`src/rtl/alu_exec_unit.sv`:
```
// alu_exec_unit: execute-stage ALU between the ALU decoder and writeback.
// Single-cycle and/or/add/sub/slt. sll runs on a serial shifter that moves
// one bit per cycle, so both sides use a valid/ready handshake.
//
// Ports:
//   clk, rst              clock; synchronous active-high reset
//   in_valid / in_ready   request handshake (in_ready only in IDLE)
//   AluCtrl               0000 and, 0001 or, 0010 add, 0110 sub, 0111 slt, 1001 sll
//   SrcA, SrcB, Shamt     operands (SrcB is the shifted value for sll)
//   out_valid / out_ready result handshake (out_valid only in DONE)
//   AluResult, Zero       registered result and (AluResult == 0)
//   Overflow              signed add/sub overflow
//
// Optional feature macro: ALU_OVF_EN. When it is undefined, Overflow is tied
// to 0 and no overflow logic exists.
module alu_exec_unit #(
  parameter int WIDTH = 32,
  parameter int SHW   = 5
) (
  input  logic             clk,
  input  logic             rst,
  input  logic             in_valid,
  output logic             in_ready,
  input  logic [3:0]       AluCtrl,
  input  logic [WIDTH-1:0] SrcA,
  input  logic [WIDTH-1:0] SrcB,
  input  logic [SHW-1:0]   Shamt,
  output logic             out_valid,
  input  logic             out_ready,
  output logic [WIDTH-1:0] AluResult,
  output logic             Zero,
  output logic             Overflow
);
  localparam logic [3:0] OP_AND = 4'b0000;
  localparam logic [3:0] OP_OR  = 4'b0001;
  localparam logic [3:0] OP_ADD = 4'b0010;
  localparam logic [3:0] OP_SUB = 4'b0110;
  localparam logic [3:0] OP_SLT = 4'b0111;
  localparam logic [3:0] OP_SLL = 4'b1001;

  typedef enum logic [1:0] {IDLE, SHIFT, DONE} state_t;

  state_t           state;
  logic [WIDTH-1:0] shreg;
  logic [SHW-1:0]   cnt;
  logic [WIDTH-1:0] sum, diff, result_c, shreg_nxt;
  logic             accept;

  assign in_ready  = (state == IDLE);
  assign out_valid = (state == DONE);
  assign accept    = in_ready && in_valid;
  assign sum       = SrcA + SrcB;
  assign diff      = SrcA - SrcB;
  assign shreg_nxt = shreg << 1;

  // Undefined codes fall to the default: result 0, hence Zero=1.
  always_comb begin
    result_c = '0;
    case (AluCtrl)
      OP_AND: result_c = SrcA & SrcB;
      OP_OR:  result_c = SrcA | SrcB;
      OP_ADD: result_c = sum;
      OP_SUB: result_c = diff;
      OP_SLT: result_c = {{(WIDTH-1){1'b0}}, ($signed(SrcA) < $signed(SrcB))};
      OP_SLL: result_c = SrcB;  // only reaches AluResult directly when Shamt==0
      default: result_c = '0;
    endcase
  end

  always_ff @(posedge clk) begin
    if (rst) begin
      state     <= IDLE;
      shreg     <= '0;
      cnt       <= '0;
      AluResult <= '0;
      Zero      <= 1'b0;
    end else begin
      case (state)
        IDLE: if (accept) begin
          if (AluCtrl == OP_SLL && Shamt != '0) begin
            shreg <= SrcB;
            cnt   <= Shamt;
            state <= SHIFT;
          end else begin
            AluResult <= result_c;
            Zero      <= (result_c == '0);
            state     <= DONE;
          end
        end
        SHIFT: begin
          shreg <= shreg_nxt;
          cnt   <= cnt - 1'b1;
          // Last shift: capture the shifted value directly, not the stale shreg.
          if (cnt == SHW'(1)) begin
            AluResult <= shreg_nxt;
            Zero      <= (shreg_nxt == '0);
            state     <= DONE;
          end
        end
        DONE: if (out_ready) state <= IDLE;
        default: state <= IDLE;
      endcase
    end
  end

`ifdef ALU_OVF_EN
  logic ovf_c;
  always_comb begin
    ovf_c = 1'b0;
    if (AluCtrl == OP_ADD)
      ovf_c = (SrcA[WIDTH-1] == SrcB[WIDTH-1]) && (sum[WIDTH-1] != SrcA[WIDTH-1]);
    else if (AluCtrl == OP_SUB)
      ovf_c = (SrcA[WIDTH-1] != SrcB[WIDTH-1]) && (diff[WIDTH-1] != SrcA[WIDTH-1]);
  end

  // sll takes ovf_c=0 at accept and keeps it through SHIFT.
  always_ff @(posedge clk) begin
    if (rst)         Overflow <= 1'b0;
    else if (accept) Overflow <= ovf_c;
  end
`else
  assign Overflow = 1'b0;
`endif

endmodule

```
`config.mk`:
```
export PLATFORM = sky130hd
export DESIGN_NAME = alu_exec_unit
export DESIGN_NICKNAME = d
export VERILOG_FILES = /design/src/rtl/alu_exec_unit.sv
export SDC_FILE = /design/constraint.sdc
export NUM_CORES = 1
export LEC_CHECK = 0
export BUFFER_PORTS_ARGS = -buffer_cell sky130_fd_sc_hd__clkbuf_2
export CORE_ASPECT_RATIO = 1.2
export CORE_MARGIN = 5
export CORE_UTILIZATION = 50
export CTS_CLUSTER_SIZE = 14
export DETAILED_ROUTE_END_ITERATION = 8
export PLACE_DENSITY_LB_ADDON = 0.2
export SYNTH_ARGS = -nofsm -noshare
export SYNTH_HDL_FRONTEND = slang
export SYNTH_SLANG_ARGS = --single-unit
```
`constraint.sdc`:
```
create_clock -name clk -period 3.4 [get_ports clk]
set_input_delay 0.34 -clock clk [delete_from_list [all_inputs] [get_ports clk]]
set_output_delay 0.34 -clock clk [all_outputs]
set_load 0.05 [all_outputs]
```
After elaboration in Yosys (flattened, before gate mapping):

Cells that the tools add are included.
Widths: inputs -> output; s select.

* register bits: 71
* input bits: 77
* output and inout port bits: 36
* word-level logic and storage cells: 55

* add/sub/neg operators: 3
* magnitude comparators: 1
* equality and inequality tests: 13
* muxes and demuxes: 20
* bitwise operators: 2
* reduce and logical (&&, ||, !) cells: 11

Operators by type and width (count)
* $pmux 32 s6: 1
* $mux 32: 3
* $logic_not 32->1: 2
* $pmux 32 s2: 1
* $mux 31: 2
* $pmux 31 s2: 1
* $add 32x32->32: 1
* $and 32x32->32: 1
* $lt 32x32->1: 1
* $or 32x32->32: 1
* $sub 32x32->32: 1
* $mux 5: 2
* $pmux 5 s2: 1
* $eq 4x3->1 const B: 2
* $mux 2: 4
* $ne 2x1->1 const B: 3
* $pmux 2 s3: 1
* $reduce_and 3->1: 2
* $eq 5x1->1 const B: 1
* $reduce_bool 5->1: 1
* $sub 5x1->5 const B: 1
* $eq 4x1->1 const B: 1
* $eq 4x2->1 const B: 1
* $eq 4x4->1 const B: 1
* 10 further kinds: 14

Logic depth before layout (Yosys ltp):

Gate-level depths: netlist of the first run.

* depth after elaboration: 6
* gate-level depth with buffers: 15
* depth with buffers taken out: 15

Least setup slack after synthesis of the first run:

No wires, ideal clock.

* path kind: input to register
* start: input SrcA[0]
* end: register Zero
* setup time: 0.096 ns
* arrival time: 3.521 ns
* data required time: 3.304 ns
* setup slack: -0.217 ns
* stages on the path: 15
* buffers on the path: 0
* cells stage by stage: inv_1 -> ha_1 -> fa_1 -> or2_4 -> a221oi_4 -> o21bai_2 -> and2_4 -> a221oi_2 -> o221ai_1 -> or4b_1 -> nor4_1 -> nand4_1 -> nor4_1 -> nand4_1 -> o41ai_2

* cells in the longest elaborated chain, start to end: 6
* elaborated cells on any way between the ends: 10
* classes of those cells: add/sub (2); order compare (1); mux (4); bitwise (2); reduce/logical (1)

Ends and longest elaborated chain
* start: declaration: line 25 `input logic [WIDTH-1:0] SrcA,`
* $sub 32x32->32, or another cell as far along: line 53 `assign diff = SrcA - SrcB;`
* $pmux 32 s6 (*): line 59 `case (AluCtrl)`
* $logic_not 32->1 (*): line 86 `Zero <= (result_c == '0);`
* $mux 1 (*): line 80 `if (AluCtrl == OP_SLL && Shamt != '0) begin`
* $mux 1 (*): line 79 `IDLE: if (accept) begin`
* $pmux 1 s2 (*): line 78 `case (state)`
* end signal: assignment: line 86
* end signal: assignment: line 96 `Zero <= (shreg_nxt == '0);`
* end: declaration: line 31 `output logic Zero,`

Mark *: on every way between the ends. The rest lies on a longest branch, timed or not. The select of a mux whose other input is x is not followed.
A chain may end at the register's enable or synchronous reset.

Worst setup path after layout of the first run:

* start: input SrcA[1]
* end: register Zero

Same word-level chain as after synthesis.

==> results of run 1 <==
-- final timing paths --
check                                   start             to  slack (ns)  cells after the start
worst max-delay path                  SrcA[1]           Zero       -0.09                     18
worst min-delay path                 SrcB[25]      shreg[25]        0.33                      3
worst max register to register         cnt[1]           Zero        0.18                     13
worst min register to register  AluResult[31]  AluResult[31]        0.46                      2
-- metal layers --
metal	GRT usage	routed length, um	share of wire	vias up
li1	-	-	-	5243
met1	0.448	14400	0.40	5115
met2	0.557	16500	0.46	647
met3	0.0642	3710	0.10	130
met4	0.147	1690	0.046	0
met5	0	0	0	-
-- layout make-up --
class | count | area share
multi-input combinational | 997 | 0.566
timing repair buffer | 410 | 0.238
sequential | 71 | 0.117
inverter | 97 | 0.0300
tap | 220 | 0.0227
clock buffer | 12 | 0.0220
clock inverter | 4 | 0.00433
-- kinds of logic after synthesis --
group | after synthesis
AND/OR/NAND/NOR | 454
flip-flops | 71
adder cells (fa/ha/maj) | 112
XOR/XNOR | 6
AO/OA/AOI/OAI | 413
multiplexers | 11
other | 1
buffers and inverters | 189
-- layout by cell type, fill, tap and decap left out, types with 16 or more instances in the layout --
cell      count
buf_4       293
nor2_1      163
nand2_1     119
clkbuf_2    110
ha_1        108
inv_1        94
a21oi_1      92
dfxtp_1      71
o21ai_0      57
a221oi_1     31
a311oi_1     31
nor3_1       28
nand3_1      23
a21o_1       20
a211oi_1     19
nor4_1       19
a31oi_1      18
nand2b_1     16
a22oi_1      16
-- state kept, by name (all words and copies together), names as in the netlist --
register,flops
AluResult,32
shreg,31
cnt,5
state,2
Zero,1
-- per-stage QoR --
step	instances	hold WS (ns)	utilization
after CTS	1811	0.318	0.691
after floorplan	1257	0.455	-
after global routing	1811	0.333	0.698
after global placement	1795	0.438	0.669
after detailed placement	1795	0.449	0.669
final	1811	0.327	0.698
-- timing repair --
action,4_1_cts,5_1_grt
setup buffers,0,0
pin swaps,1,5
hold buffers,0,0
setup endpoints to repair,6,10
resized for setup,11,26
-- power groups by stage --
stage	registers (mW)	clock network [mW]	logic, mW
floorplan	0.999	0	0.785
finish	0.901	0.975	1.74
detailed placement	0.917	0	1.64
CTS	0.900	0.981	1.66
global route	0.904	1.03	1.86
global placement	0.916	0	1.63
-- worst reg2reg max path: stages (launching register included) --
cell	delay, ns
dfxtp_1	0.30
inv_1	0.09
ha_1	0.17
or4b_1	0.50
or2_2	0.34
o31ai_2	0.09
nor2_1	0.10
nor4_2	0.17
or4b_4	0.51
nor4_4	0.19
nand4_1	0.15
nor4_2	0.16
nand4_1	0.14
o41ai_2	0.19
==> results.cfg, run 1 <==
[die]
core_mm2 = 0.0174
die_area_mm2 = 0.0203
fp.dieW_um = 131
row_count = 53
pin_count = 113
initial_core_util = 0.505
die_y_um = 155

[synthesis]
synthesis.instances = 1257
ys_warn_count = 0
yosys.area_share.adder = 0.161
async_flop_share = 0
synth.area.top_cells = dfxtp_1, ha_1, nor2_1, a21oi_1, nand2_1
ys_seq_area_frac = 0.162
yosys-top-cells-count = nor2_1, nand2_1, ha_1
synth_top_area_share = 0.162
synth-main-ff-cell = dfxtp_1
synth-simple-area-share = 0.241
synth_edf_count = 0
synth_top_family_by_area = compound AO/OA/AOI/OAI gates
yosysTopAreaCell = dfxtp_1
synth_most_common_cell = nor2_1
synth_compound_area_frac = 0.333
synth_area_mm2 = 0.00878
yosys_register_bits = 71
synthMuxAreaShare = 0.0125
synth_cell_types = 87
synth_xor_area_frac = 0.00599
synth.avg_cell_area_um2 = 6.98
synth_fp_nets = 1446

[timing]
timing.final.ws_setup_ns = -0.0941
slew_violations = 0
setup-tns-final_ns = -0.0941
hold_viol = 0
fin_crit_ns = 3.49
fmax_ghz = 0.286
min_period_over_period = 1.03
relSlewSlack = 0.467
setup_viol = 1
rsz0062_at_grt = true
fin_skew_ns = 0.00305
worst_slew_pin_slew_ns = 0.796

[clocking]
cts-root-buf = clkbuf_16
clock_latency_ns = 0.33
tritoncts = yes
cts.sinks = 71
ctsHtreeMaxLevel = 3
cts_max_path_buffers = 2
clk_pin_slew_worst_paths_ns = 0.06
cts_buffers = 9

[power]
totalPowerFinal_mw = 3.61
intPower_mw = 2.24
pwr-share-seq = 0.249
p_per_area_mw_per_mm2 = 298
p_leak_nw = 5.78
combinationalPowerShare = 0.481
switching_power_mw = 1.37
clock_power_share = 0.270
p_sw_frac = 0.380
peakVddDrop_uv = 273

[critical_path]
crit_type = input port to register
crit_required_ns = 3.63
crit_family = compound AO/OA/AOI/OAI gates
cp-end-kind = register
critPathArrivalTime_ns = 3.73
slowest_stage = o211ai_1
crit_top_cell = buf_4
slowest_delay_ns = 0.41
crit_fanout = 3
cp-start-kind = input port
crit_buf_inv = 5
crit_chain = clkbuf_2 -> inv_1 -> buf_4 -> ha_1 -> a21o_1 -> nand4_1 -> buf_4 -> a2111oi_1 -> buf_4 -> o211ai_1 -> nand2_1 -> a41o_1 -> nor3_1 -> a31oi_4 -> nand4bb_1 -> nor4_2 -> nand4_1 -> o41ai_2

[finish]
finish.instance_area_mm2 = 0.0121
nets = 1775
syn_to_final_growth_pct = 38.2
antenna_cells = 0
multiInputGateArea_mm2 = 0.00686
regArea_mm2 = 0.00142
drive_above_1_share = 0.304
fillers = 1511

[placement]
place_congestion = 1.03
place_ws_ns = -0.618
io_buffers = 111
placed_area_mm2 = 0.0116
hpwlAfterDp_mm = 29.2

[status]
outcome = finished with violations
violations = negative setup slack

[drt]
wl_per_cell_um = 20.0
first_iter_violations = 1209
vias = 11100
ant_nets = 0
drc = 0
dr.pass1.iters = 6
avgViaCountPerCell = 6.15
wirelength_mm = 36.3

[global_route]
grt_max_degree = 73
grtUsageTotal = 0.346
grt_pass1_vias = 10600
antenna_found_initial = 0
gr-total-overflow = 0
grt_first_pass_wirelength_mm = 55.9

[worst_hold_path]
hp-class = input port to register

[flow_run]
drv_cap = 0
No activity file was read; power rests on OpenSTA's default activity.
==> run 2, diff against run 1 <==
Settings changed: SETUP_SLACK_MARGIN from default to 0.02.
==> results.cfg, run 2 (synthesis results as in run 1) <==
[global_route]
grt_first_pass_wirelength_mm = 56.0
grtUsageTotal = 0.346
gr-total-overflow = 0
antenna_found_initial = 0
grt_max_degree = 73
grt_pass1_vias = 10600

[clocking]
cts_max_path_buffers = 2
tritoncts = yes
cts-hold-fix-buffers = 0
cts_buffers = 9
ctsHtreeMaxLevel = 3
clock_latency_ns = 0.33
clk_pin_slew_worst_paths_ns = 0.06
cts-root-buf = clkbuf_16
cts.sinks = 71

[timing]
setup_viol = 1
rsz0062_at_grt = true
fmax_ghz = 0.285
relSlewSlack = 0.477
timing.final.ws_setup_ns = -0.104
fin_crit_ns = 3.50
fin_skew_ns = 0.00450
min_period_over_period = 1.03
slew_violations = 0
whs_ns = 0.331
hold_viol = 0
worst_slew_pin_slew_ns = 0.781

[power]
intPower_mw = 2.25
p_per_area_mw_per_mm2 = 298
clock_power_share = 0.268
pwr-share-seq = 0.248
peakVddDrop_uv = 274
combinationalPowerShare = 0.483
p_leak_nw = 5.79
p_sw_frac = 0.381
switching_power_mw = 1.38

[die]
pin_count = 113
die_y_um = 155
row_count = 53
initial_core_util = 0.505
die_area_mm2 = 0.0203
fp.dieW_um = 131
core_mm2 = 0.0174

[placement]
placed_area_mm2 = 0.0116
dp_cells = 1795
place_ws_ns = -0.618
place_congestion = 1.03
io_buffers = 111
hpwlAfterDp_mm = 29.2

[drt]
wl_per_cell_um = 20.1
first_iter_violations = 1204
wirelength_mm = 36.4
vias = 11200
dr.pass1.iters = 7
ant_nets = 0
avgViaCountPerCell = 6.18
drc = 0

[status]
outcome = finished with violations
violations = negative setup slack

[finish]
drive_above_1_share = 0.312
finish.instance_area_mm2 = 0.0122
regArea_mm2 = 0.00142
fillers = 1503
largest_register_ffs = 32
layout_common_cells = buf_4, nor2_1, nand2_1
syn_to_final_growth_pct = 38.8
final_cells = 1812
postLayoutCoreUtil = 0.701
top_register = AluResult
antenna_cells = 0
multiInputGateArea_mm2 = 0.00692
top_regs = AluResult x32, shreg x31, cnt x5
final_common_cell = buf_4
nets = 1776

[critical_path]
r2r_setup_slack_ns = 0.17
crit_fanout = 3
r2r-end = Zero
rr_startpoint = cnt[1]
crit_required_ns = 3.64
cp-end-kind = register
crit_top_cell = buf_4
crit_chain = clkbuf_2 -> inv_1 -> buf_4 -> ha_1 -> a21o_1 -> nand4_1 -> buf_4 -> a2111oi_1 -> buf_4 -> o211ai_1 -> nand2_1 -> a41o_1 -> nor3_1 -> a31oi_4 -> nand4bb_1 -> nor4_2 -> nand4_1 -> o41ai_2
crit_type = input port to register
crit_family = compound AO/OA/AOI/OAI gates
cp-start-kind = input port
crit_buf_inv = 5
slowest_delay_ns = 0.40
critPathArrivalTime_ns = 3.74
slowest_stage = o211ai_1
r2r_cells = 13

[flow_run]
drv_cap = 0

[worst_hold_path]
min_from = SrcB[25]
hold-path-endpoint = shreg[25]
hp-class = input port to register
min_path_cells = 3
-- run 2: cell types whose count changed in the layout (fill, tap and decap cells not counted), sizes merged --
cell,delta
clkbuf,-1
buf,+2
-- run 2: timing repair --
item | in CTS | in global routing
buffers inserted | 1 | 0
setup endpoints to repair | 6 | 11
gates resized for setup | 15 | 36
endpoints found under the hold margin | 0 | 0
pin swaps | 7 | 14
-- run 2: final cells by class --
type / count / area share
inverter: 97 / 0.0299
clock buffer: 12 / 0.0219
tap: 220 / 0.0226
sequential: 71 / 0.117
timing repair buffer: 411 / 0.237
multi-input combinational: 997 / 0.568
clock inverter: 4 / 0.00431
-- run 2: metal layers --
layer | GRT usage | vias up | wire, um
met3 | 0.0632 | 151 | 3510
met5 | 0 | - | 0
met1 | 0.449 | 5153 | 14600
met2 | 0.557 | 645 | 16500
li1 | - | 5245 | -
met4 | 0.147 | 0 | 1720
-- run 2: power groups by stage --
| stage | Clock [mW] | Sequential [mW] | Combinational, mW |
|---|---|---|---|
| after detailed placement | 0 | 0.917 | 1.64 |
| after global placement | 0 | 0.916 | 1.63 |
| after floorplan | 0 | 0.999 | 0.785 |
| after CTS | 0.981 | 0.900 | 1.67 |
| after global routing | 1.03 | 0.904 | 1.87 |
| final | 0.973 | 0.901 | 1.75 |
-- run 2: worst max-delay path by stage --
stage	start	end	slack [ns]	cells after the start
2_1_floorplan	SrcA[0]	Zero	-0.04	15
3_3_place_gp	SrcA[0]	Zero	-0.50	16
3_5_place_dp	SrcA[0]	Zero	-0.62	16
4_1_cts	SrcA[0]	Zero	-0.09	17
5_1_grt	SrcA[0]	Zero	-0.28	15
6_report	SrcA[1]	Zero	-0.10	18
-- run 2: stage by stage --
step                      total power [mW]  setup TNS [ns]
final                                 3.63          -0.104
after global placement                2.54           -3.00
after detailed placement              2.56           -3.97
after global routing                  3.80          -0.300
after CTS                             3.55         -0.0862
after floorplan                       1.78         -0.0403
-- run 2: worst reg2reg max path: stages (launching register included) --
cell and delay (ns):
dfxtp_1 0.30, inv_1 0.09, ha_1 0.17, or4b_1 0.50, or2_2 0.34, o31ai_2 0.09, nor2_1 0.10, nor4_2 0.17
or4b_4 0.51, nor4_4 0.20, nand4_1 0.15, nor4_2 0.16, nand4_1 0.14, o41ai_2 0.19
==> run 3, diff against run 2 <==
Settings changed: BUFFER_PORTS_ARGS -buffer_cell sky130_fd_sc_hd__clkbuf_2 to default, CORE_UTILIZATION 50 to 60, DONT_BUFFER_PORTS from default to 1.
==> results.cfg, run 3 (synthesis results as in run 1) <==
[critical_path]
cp-end-kind = register
r2r_setup_slack_ns = 0.02
critPathArrivalTime_ns = 3.73
crit_required_ns = 3.64
cp-start-kind = input port
crit_type = input port to register
crit_fanout = 6

[die]
die_area_mm2 = 0.0172
row_count = 48
fp.dieW_um = 120
core_mm2 = 0.0144
die_y_um = 142
initial_core_util = 0.611
pin_count = 113

[clocking]
tritoncts = yes
cts_max_path_buffers = 2
cts-hold-fix-buffers = 0
post_cts_buffers = 0
clock_latency_ns = 0.34
ctsHtreeMaxLevel = 3
clk_pin_slew_worst_paths_ns = 0.05
cts.sinks = 71
cts-root-buf = clkbuf_16
cts_buffers = 9

[power]
totalPowerFinal_mw = 3.20
p_leak_nw = 4.83
peakVddDrop_uv = 236
p_per_area_mw_per_mm2 = 301

[timing]
timing.final.ws_setup_ns = -0.0858
rsz0062_at_grt = true
min_period_over_period = 1.03
worst_slew_pin_slew_ns = 0.932
relSlewSlack = 0.377
hold_viol = 0
slew_violations = 0
fin_crit_ns = 3.49
whs_ns = 0.0723
fmax_ghz = 0.287
fin_skew_ns = 0.00650
setup_viol = 1

[global_route]
grt_max_degree = 74
grtUsageTotal = 0.379
grt_first_pass_wirelength_mm = 52.3
grt_pass1_vias = 9941
antenna_found_initial = 0
gr-total-overflow = 0

[status]
violations = negative setup slack
outcome = finished with violations

[finish]
antenna_cells = 0
fillers = 1213
drive_above_1_share = 0.194
top_regs = AluResult x32, shreg x31, cnt x5
postLayoutCoreUtil = 0.742
multiInputGateArea_mm2 = 0.00676
top_register = AluResult
largest_register_ffs = 32
syn_to_final_growth_pct = 21.4
final_common_cell = buf_4
layout_common_cells = buf_4, nor2_1, nand2_1
nets = 1579
final_cells = 1569
regArea_mm2 = 0.00142

[placement]
dp_cells = 1554
place_congestion = 1.07
hpwlAfterDp_mm = 26.3
io_buffers = 0

[flow_run]
drv_cap = 0

[worst_hold_path]
hp-class = input port to register

[drt]
avgViaCountPerCell = 6.71
first_iter_violations = 1680
dr.pass1.iters = 6
drc = 0
ant_nets = 0
wl_per_cell_um = 21.5
vias = 10500
wirelength_mm = 33.7
## run 3: cell count changes in the layout (fill, tap and decap cells not counted), moves of 2 or more
| cell | delta |
|---|---|
| clkbuf_2 | -110 |
| buf_4 | -82 |
| a21oi_1 | +8 |
| a21oi_2 | -7 |
| buf_12 | -5 |
| clkbuf_1 | +4 |
| o21ai_0 | +4 |
| clkinvlp_4 | -3 |
| o21ai_1 | -3 |
| a31oi_1 | +2 |
| clkbuf_8 | -2 |
| nor4_1 | +2 |
| o41ai_1 | +2 |
## run 3: power breakdown
part	switching, mW	internal (mW)
sequential	0.120	0.874
combinational	0.764	0.604
clock	0.332	0.509
total	1.22	1.99
## run 3: stage by stage
stage	setup TNS, ns	cell area (um^2)	worst slack [ns]
floorplan	-0.0403	8790	-0.0403
global placement	-1.24	10300	-0.473
detailed placement	-2.53	10300	-0.600
CTS	-0.0163	10600	-0.0163
global route	-0.294	10700	-0.196
finish	-0.0858	10700	-0.0858
## run 3: cell type report
cell class / instances / area share
Sequential cell: 71 / 0.133
Clock buffer: 14 / 0.0238
Clock inverter: 1 / 0.000470
Inverter: 97 / 0.0354
Tap cell: 175 / 0.0206
Multi-Input combinational cell: 997 / 0.634
Timing Repair Buffer: 214 / 0.152
## run 3: what timing repair did
item	CTS	global route
resized for setup	13	6
endpoints found under the setup margin	1	6
cloned	0	0
## run 3: path summary, 6_finish.rpt
kind	startpoint	to	cells after the start
max	SrcB[8]	Zero	16
min	rst	cnt[0]	1
max reg2reg	cnt[1]	Zero	14
min reg2reg	cnt[4]	cnt[4]	2
## run 3: critical path, stage by stage
cell	delay (ns)
inv_1	0.03
ha_1	0.40
nor2_1	0.09
a211oi_1	0.33
o31ai_1	0.12
buf_4	0.16
o31ai_1	0.32
buf_4	0.20
nand2b_1	0.07
nor2_1	0.12
o32a_1	0.18
a31oi_1	0.17
or4_1	0.56
nor4_2	0.30
nand4_1	0.15
o41ai_2	0.20
## run 3: routing by layer
layer  up-vias  wire length [um]  track usage
met5         -                 0            0
met4         0              1640        0.175
met3       140              4150       0.0819
met2       696             15100        0.611
met1      4857             12900        0.486
li1       4839                 -            -
